<file path="src/rtl/alu_result_fifo_if.sv">
// Handshake bundle between an ALU result producer, the result FIFO and its consumer.
interface alu_result_fifo_if #(
  parameter int WIDTH = 32
);
  logic             in_valid;
  logic             in_ready;
  logic [WIDTH-1:0] in_result;
  logic             in_carryout;
  logic             in_overflow;
  logic             out_valid;
  logic             out_ready;
  logic [WIDTH-1:0] out_result;
  logic             out_zero;
  logic             out_carryout;
  logic             out_overflow;

  // FIFO-side view
  modport slave (
    input  in_valid, in_result, in_carryout, in_overflow, out_ready,
    output in_ready, out_valid, out_result, out_zero, out_carryout, out_overflow
  );

  // Environment-side view (producer and consumer together)
  modport master (
    output in_valid, in_result, in_carryout, in_overflow, out_ready,
    input  in_ready, out_valid, out_result, out_zero, out_carryout, out_overflow
  );
endinterface

</file>
<file path="src/rtl/alu_result_fifo.sv">
// Small FIFO buffering ALU results with their carry/overflow flags and a
// zero flag computed on entry. One cycle push-to-visible latency, no bypass.
module alu_result_fifo #(
  parameter int WIDTH = 32,
  parameter int DEPTH = 4
) (
  input  logic                    clk,
  input  logic                    rst_n,
  input  logic                    flush,
  alu_result_fifo_if.slave        bus,
  output logic [$clog2(DEPTH):0]  count
);
  localparam int AW = $clog2(DEPTH);
  localparam int EW = WIDTH + 3;
  localparam logic [AW:0] FULL_COUNT = (AW+1)'(DEPTH);

  logic [EW-1:0] mem [DEPTH];
  logic [AW-1:0] wr_ptr;
  logic [AW-1:0] rd_ptr;
  logic          push;
  logic          pop;
  logic [EW-1:0] head;

  // Entry layout: {result, zero, carry, overflow}; the zero flag is fixed at push time.
  function automatic logic [EW-1:0] pack_entry(input logic [WIDTH-1:0] res,
                                               input logic carry,
                                               input logic ovf);
    return {res, (res == {WIDTH{1'b0}}), carry, ovf};
  endfunction

  // Readiness depends on registered occupancy only, never on the consumer.
  assign bus.in_ready  = (count < FULL_COUNT);
  assign bus.out_valid = (count != {(AW+1){1'b0}});
  assign push          = bus.in_valid && bus.in_ready;
  assign pop           = bus.out_valid && bus.out_ready;
  assign head          = mem[rd_ptr];

  // Present the head entry, or all-zero fields when nothing is stored.
  always_comb begin
    bus.out_result   = {WIDTH{1'b0}};
    bus.out_zero     = 1'b0;
    bus.out_carryout = 1'b0;
    bus.out_overflow = 1'b0;
    if (bus.out_valid) begin
      bus.out_result   = head[EW-1:3];
      bus.out_zero     = head[2];
      bus.out_carryout = head[1];
      bus.out_overflow = head[0];
    end else begin
      bus.out_result   = {WIDTH{1'b0}};
      bus.out_zero     = 1'b0;
      bus.out_carryout = 1'b0;
      bus.out_overflow = 1'b0;
    end
  end

  // Pointer and occupancy bookkeeping; flush wins over any push/pop.
  always_ff @(posedge clk or negedge rst_n) begin
    if (!rst_n) begin
      wr_ptr <= {AW{1'b0}};
      rd_ptr <= {AW{1'b0}};
      count  <= {(AW+1){1'b0}};
    end else if (flush) begin
      wr_ptr <= {AW{1'b0}};
      rd_ptr <= {AW{1'b0}};
      count  <= {(AW+1){1'b0}};
    end else begin
      if (push) begin
        wr_ptr <= wr_ptr + 1'b1;
      end else begin
        wr_ptr <= wr_ptr;
      end
      if (pop) begin
        rd_ptr <= rd_ptr + 1'b1;
      end else begin
        rd_ptr <= rd_ptr;
      end
      case ({push, pop})
        2'b10:   count <= count + 1'b1;
        2'b01:   count <= count - 1'b1;
        default: count <= count;
      endcase
    end
  end

  // Storage write; contents need no reset because empty outputs are masked.
  always_ff @(posedge clk) begin
    if (push && !flush) begin
      mem[wr_ptr] <= pack_entry(bus.in_result, bus.in_carryout, bus.in_overflow);
    end
  end
endmodule

</file>
<file path="src/flat_wrapper.sv">
// flat-port wrapper written by rule: the top's interface ports become plain ports
module alu_result_fifo_flat 
#(
  parameter int WIDTH = 32,
  parameter int DEPTH = 4
)
  (clk, rst_n, flush, count, bus_in_valid, bus_in_result, bus_in_carryout, bus_in_overflow, bus_out_ready, bus_in_ready, bus_out_valid, bus_out_result, bus_out_zero, bus_out_carryout, bus_out_overflow);
  alu_result_fifo_if #(.WIDTH(WIDTH)) bus_i ();
  input  logic clk;
  input  logic rst_n;
  input  logic flush;
  output logic [$clog2(DEPTH):0] count;
  input wire logic [$bits(bus_i.in_valid)-1:0] bus_in_valid;
  input wire logic [$bits(bus_i.in_result)-1:0] bus_in_result;
  input wire logic [$bits(bus_i.in_carryout)-1:0] bus_in_carryout;
  input wire logic [$bits(bus_i.in_overflow)-1:0] bus_in_overflow;
  input wire logic [$bits(bus_i.out_ready)-1:0] bus_out_ready;
  output wire logic [$bits(bus_i.in_ready)-1:0] bus_in_ready;
  output wire logic [$bits(bus_i.out_valid)-1:0] bus_out_valid;
  output wire logic [$bits(bus_i.out_result)-1:0] bus_out_result;
  output wire logic [$bits(bus_i.out_zero)-1:0] bus_out_zero;
  output wire logic [$bits(bus_i.out_carryout)-1:0] bus_out_carryout;
  output wire logic [$bits(bus_i.out_overflow)-1:0] bus_out_overflow;
  assign bus_i.in_valid = bus_in_valid;
  assign bus_i.in_result = bus_in_result;
  assign bus_i.in_carryout = bus_in_carryout;
  assign bus_i.in_overflow = bus_in_overflow;
  assign bus_i.out_ready = bus_out_ready;
  assign bus_in_ready = bus_i.in_ready;
  assign bus_out_valid = bus_i.out_valid;
  assign bus_out_result = bus_i.out_result;
  assign bus_out_zero = bus_i.out_zero;
  assign bus_out_carryout = bus_i.out_carryout;
  assign bus_out_overflow = bus_i.out_overflow;
  alu_result_fifo #(.WIDTH(WIDTH), .DEPTH(DEPTH)) u_core (.clk(clk), .rst_n(rst_n), .flush(flush), .bus(bus_i), .count(count));
endmodule
</file>
<file path="config.mk">
export PLATFORM = sky130hd
export DESIGN_NAME = alu_result_fifo_flat
export DESIGN_NICKNAME = d
export VERILOG_FILES = /design/src/rtl/alu_result_fifo_if.sv /design/src/rtl/alu_result_fifo.sv /design/src/flat_wrapper.sv
export SDC_FILE = /design/constraint.sdc
export NUM_CORES = 1
export LEC_CHECK = 0
export CAP_MARGIN = 10
export CORE_UTILIZATION = 55
export CTS_CLUSTER_SIZE = 16
export DETAILED_ROUTE_END_ITERATION = 16
export DONT_BUFFER_PORTS = 1
export GPL_TIMING_DRIVEN = 1
export PLACE_DENSITY = 0.79
export SYNTH_ARGS = -nofsm -noshare
export SYNTH_HDL_FRONTEND = slang
export SYNTH_SLANG_ARGS = --single-unit
</file>
<file path="constraint.sdc">
create_clock -name clk -period 2.3 [get_ports clk]
set_clock_uncertainty 0.1 [all_clocks]
set_input_delay 0 -clock clk [delete_from_list [all_inputs] [get_ports clk]]
set_output_delay 0 -clock clk [all_outputs]
set_load 0.02 [all_outputs]
</file>
### Word level (Yosys, flattened, before mapping)

Memories as Yosys holds them, arrays and structs flattened.
Index checks and enable logic that the tools add are counted.

* $add $sub $neg: 4
* $lt $le $gt $ge: 1
* equal/unequal tests: 2
* multiplexer cells: 12
* reductions and logical operators: 9

Operator list (number)
* 32-bit zero test: 1
* 32-bit 2-to-1 mux: 1
* 2-bit 2-to-1 mux: 4
* 3-bit case mux with 2 select lines: 1
* 3-bit nonzero test: 2
* 1-bit 2-to-1 mux: 5
* 2-bit by 1-bit adder with 2-bit output, second input constant: 2
* 2-bit nonzero test: 2
* 3-bit by 1-bit adder with 3-bit output, second input constant: 1
* 1-bit logical AND: 3
* 3-bit < comparator, second input constant: 1
* 3-bit 2-to-1 mux: 1
* 3-bit by 1-bit subtractor with 3-bit output, second input constant: 1
* 2-bit by 1-bit == test with 1-bit output, second input constant: 1
* 2-bit == test, second input constant: 1
* 1-bit zero test: 1

* register bits after elaboration: 7
* bits in writable memories: 140
* input port bits: 39
* output and inout port bits: 40
* logic and storage cells: 32
* memories kept: 1

Memories
* u_core.mem: words 4, bits a word 35, rd ports 1, clocked after Yosys merged registers in 0, wr ports 1, RTL line alu_result_fifo.sv:17 `logic [EW-1:0] mem [DEPTH];`

### Depth between registers and ports, before layout

* depth after elaboration: 5
* gate-level depth with buffers: 6

### Worst setup path before layout

Ideal clock, no wire load.

* path type: reg2reg
* from: register u_core.count[0]
* to: register u_core.count[2]
* library setup time: 0.082 ns
* arrival time: 2.118 ns
* data required time: 2.118 ns
* setup slack: 0.000 ns
* stages on the path, launching flop included: 7
* path buffers: 0
* path through: dfrtp_1 > or3_4 > nand2_4 > nor2_1 > fa_1 > or4_1 > a31oi_1

* word-level cells in the longest chain between the ends: 5

RTL lines
* start: declaration: RTL line alu_result_fifo.sv:11 `output logic [$clog2(DEPTH):0] count`
* start signal: assignment: RTL line alu_result_fifo.sv:62 `count <= {(AW+1){1'b0}};`
* start signal: assignment: RTL line alu_result_fifo.sv:66 `count <= {(AW+1){1'b0}};`
* start signal: assignment: RTL line alu_result_fifo.sv:79 `2'b10: count <= count + 1'b1;`
* 3-bit < comparator / 3-bit nonzero test (equally long branches): RTL line alu_result_fifo.sv:32, alu_result_fifo.sv:33
* 1-bit logical AND (on tied branches): RTL line alu_result_fifo.sv:34, alu_result_fifo.sv:35
* 2-bit by 1-bit == test with 1-bit output / 2-bit == test (equally long branches): RTL line alu_result_fifo.sv:78 `case ({push, pop})`
* 3-bit case mux with 2 select lines: RTL line alu_result_fifo.sv:78
* 3-bit 2-to-1 mux: RTL line alu_result_fifo.sv:63 `end else if (flush) begin`

Parallel ways exist; a longest one is shown, timed or not.
A chain may end at the register's enable or synchronous reset.

### Worst setup path in the final report

* from: register u_core.count[2]
* to: register u_core.count[2]

The elaborated chain is that of the path after synthesis.

==> impl.org <==
** Finish
- Layout overhead on the synthesized area :: 20.9%
- Most frequent cells in the layout :: sky130_fd_sc_hd__edfxtp_1, sky130_fd_sc_hd__dlygate4sd3_1, sky130_fd_sc_hd__mux4_2, sky130_fd_sc_hd__and2_1, sky130_fd_sc_hd__clkbuf_16
- Number of nets in the layout :: 395
- At the end of the flow the core is filled with cells to 0.689.
- Most common cell after layout, fill and taps aside :: sky130_fd_sc_hd__edfxtp_1
- Share of final-layout standard cells stronger than drive strength 1 :: 0.240
- Antenna diode count :: 0

** Floorplanning
- Initial cell density of the core :: 0.570
- Die footprint :: 11200 µm²
- Horiz. Die Dim :: 106 µm
- The die is 106 µm tall.
- Row cnt :: 37
- The region available for standard cell placement spans 10400 µm².
- Top-level port count :: 79

** Timing
- Hold Violations, Final :: 0
- Setup violations remaining at the end of the flow were counted as 0.
- The clock period could shrink to 2240 ps.
- Of the available clock period, the critical path in the final layout requires 0.974.
- Peak Freq :: 446 MHz
- Setup repair after global routing missed its margin :: no
- Max transition margin :: 0.670
- For the pin with the worst max-slew slack, the measured transition is 495 ps.
- Setup TNS :: 0 ps
- The max-slew violation count came to 0.

** Worst setup path
- On the worst path, the slowest cell contributes a delay of 530 ps.
- Crit-path max FO :: 4
- Required @ worst endpoint :: 2640 ps
- The slowest stage of the critical path is the sky130_fd_sc_hd__or4_1 cell.
- The worst setup path is launched from a register.
- In this run the critical register-to-register path is captured at u_core.count[2]$_DFFE_PN0P_.
- FF-to-FF setup slack :: 60 ps
- Origin of the critical flop-to-flop path :: u_core.count[2]$_DFFE_PN0P_
- CP Capture Type :: register
- The number of cells on the worst reg-to-reg path is 6.
- The worst setup path is of the reg2reg kind.
- Crit-path cells :: or3_4 -> nand2_4 -> nor2_1 -> fa_2 -> or4_1 -> a31oi_1
- Arrival @ worst endpoint :: 2580 ps

** CTS
- The cell sitting at the root of the clock tree is a sky130_fd_sc_hd__clkbuf_8.
- Number of buffers inserted to repair setup after CTS :: 0
- Cts bufs inserted :: 17
- The clock passes through at most 2 buffers.
- Insertion delay of the later-clocked pin in the worst-skew pair :: 520 ps
- H-tree lvl count :: 4
- Count of clock tree sinks :: 147
- Clock tree from TritonCTS :: done
- Clock slew at reported path FFs :: 60 ps

** Placement
- Placer Congestion :: 0.727
- Count of port buffers added during placement :: 0
- Once detailed placement completed, the half-perimeter wirelength came to 6.35 mm.

** Status
- The flow ran to the end, and the final reports show no timing, DRC or antenna violations.

** Routing
- Via Count :: 2918
- Vias per inst :: 5.85
- The detail route stage leaves a number of antenna-violating nets equal to 0.
- Routed length per instance :: 23.2 µm
- DRC violation count after routing :: 0
- Wire length after detailed routing :: 11.6 mm
- Count of routing violations after the opening detailed-route iteration :: 256
- Before antenna repair, the detailed router went through 5 iterations.

** Run
- Max-capacitance violation count :: 0

** Logic synthesis
- The number of nets in the synthesized netlist is 334.
- Share of the yosys chip area belonging to registers :: 0.741
- After synthesis the cells add up to 5910 µm².
- Number of distinct standard cells referenced by the synthesized netlist :: 30
- After synthesis, the mean cell area works out to 20.4 µm².
- The cell count after synthesis came out at 290.
- Yosys printed 0 warnings.
- In this run, synthesis produced a sequential element count of 147.

** Global route
- Initial antenna violation count :: 0
- Across every metal layer, demand over resource in global routing totals 0.223.
- Largest net degree at the start of global routing :: 38
- Total congestion overflow after global routing :: 0
- The via count of the first global-routing pass was 3100.
- The first global-routing pass estimated 17.5 mm of wire.

** Min path
- The startpoint identified for the worst hold timing path is bus_out_ready.
- Hold path endpoint :: u_core.count[0]$_DFFE_PN0P_
- Counting instances, the worst hold path has a depth of 3.
- In this run the worst hold path is classified as in2reg.

** Power
- Leakage component of the power :: 2.35 nW
- Maximum VDD drop :: 0.000620 V
- Power comes to 6.73 mW.
- Power per cell area :: 943 nW/µm²
cells in the mapped netlist:
master	instances	area [µm²]
sky130_fd_sc_hd__xor2_1	3	26.3
sky130_fd_sc_hd__xnor2_1	2	17.5
sky130_fd_sc_hd__dfrtp_1	7	175
sky130_fd_sc_hd__mux4_2	35	788
sky130_fd_sc_hd__a221oi_1	1	8.76
sky130_fd_sc_hd__o21ai_1	1	5.00
sky130_fd_sc_hd__edfxtp_1	140	4200
sky130_fd_sc_hd__or4_1	1	7.51
sky130_fd_sc_hd__clkbuf_1	2	7.51
sky130_fd_sc_hd__or3_4	1	11.3
sky130_fd_sc_hd__nand2_1	6	22.5
sky130_fd_sc_hd__and2_1	39	244
sky130_fd_sc_hd__nand3_1	3	15.0
sky130_fd_sc_hd__a21oi_1	1	5.00
sky130_fd_sc_hd__and2b_1	1	7.51
sky130_fd_sc_hd__ha_1	4	50.1
sky130_fd_sc_hd__buf_8	1	15.0
sky130_fd_sc_hd__nor4_1	8	50.1
sky130_fd_sc_hd__a31oi_1	2	12.5
sky130_fd_sc_hd__buf_2	7	35.0
sky130_fd_sc_hd__mux2i_1	2	20.0
sky130_fd_sc_hd__fa_1	1	20.0
sky130_fd_sc_hd__nand2_4	1	11.3
sky130_fd_sc_hd__nand4_1	2	12.5
sky130_fd_sc_hd__buf_6	1	11.3
sky130_fd_sc_hd__nand2b_1	2	12.5
sky130_fd_sc_hd__nor2_1	7	26.3
sky130_fd_sc_hd__o21ai_0	2	10.0
sky130_fd_sc_hd__buf_12	3	60.1
sky130_fd_sc_hd__inv_1	4	15.0
flip-flops by register name (all words and copies together) (netlist names):
register / flops
u_core.count: 3
u_core.mem: 140
u_core.rd_ptr: 2
u_core.wr_ptr: 2
per-layer routing:
layer | vias to the layer above | share of wire | track usage
met5 | - | 0 | 0
met4 | 0 | 0.020 | 0.0933
met3 | 17 | 0.050 | 0.0538
met2 | 105 | 0.54 | 0.387
met1 | 1516 | 0.39 | 0.269
li1 | 1280 | - | -
what timing repair did:
item	4_1_cts	5_1_grt
resized for setup	0	2
hold buffers	40	0
endpoints found under the setup margin	0	2
hold endpoints to repair	201	0
cell type report:
type / instances / area (µm²)
Inverter: 4 / 15.0
Timing Repair Buffer: 56 / 574
Clock buffer: 19 / 422
Tap cell: 136 / 170
Multi-Input combinational cell: 125 / 1390
Fill cell: 640 / 3230
Clock inverter: 12 / 188
Sequential cell: 147 / 4380
worst max-delay path: cells and delay by family, from the launching register on:
family	cells	cell delay (ps)
AO/OA/AOI/OAI	1	180
adder cells (fa/ha/maj)	1	350
flip-flops	1	400
AND/OR/NAND/NOR	4	1120
per-stage QoR:
stage / cell area [µm²] / hold WS, ps / cells / worst slack, ps
floorplan: 5910 / -396 / 290 / 20.7
global placement: 6130 / -395 / 428 / 174
detailed placement: 6130 / -395 / 428 / 65.5
CTS: 7140 / 42.0 / 499 / 43.3
global route: 7140 / 100 / 499 / 30.2
finish: 7140 / 92.8 / 499 / 60.2
cells by family (layout without fill, tap and decap cells):
group,Yosys count,count (layout),share of synthesized area
AO/OA/AOI/OAI,7,7,0.00699
flip-flops,147,147,0.741
multiplexers,37,37,0.137
XOR/XNOR,5,5,0.00742
AND/OR/NAND/NOR,71,71,0.0712
adder cells (fa/ha/maj),5,5,0.0119
buffers and inverters,18,91,0.0244
report_power, final:
group	leakage, nW	internal [mW]	switching, mW
Sequential	1.36	3.03	0.0374
Clock	0.294	1.85	0.996
Combinational	0.692	0.327	0.490
worst max path at each step:
stage / depth (start not counted) / end / slack, ps / startpoint
floorplan: 6 / u_core.count[2]$_DFFE_PN0P_ / 20 / u_core.count[2]$_DFFE_PN0P_
global placement: 6 / u_core.count[2]$_DFFE_PN0P_ / 170 / u_core.count[0]$_DFFE_PN0P_
detailed placement: 6 / u_core.count[2]$_DFFE_PN0P_ / 70 / u_core.count[2]$_DFFE_PN0P_
CTS: 6 / u_core.count[2]$_DFFE_PN0P_ / 40 / u_core.count[2]$_DFFE_PN0P_
global route: 6 / u_core.count[1]$_DFFE_PN0P_ / 30 / u_core.count[2]$_DFFE_PN0P_
finish: 6 / u_core.count[2]$_DFFE_PN0P_ / 60 / u_core.count[2]$_DFFE_PN0P_
(Power assumes the default switching activity.)
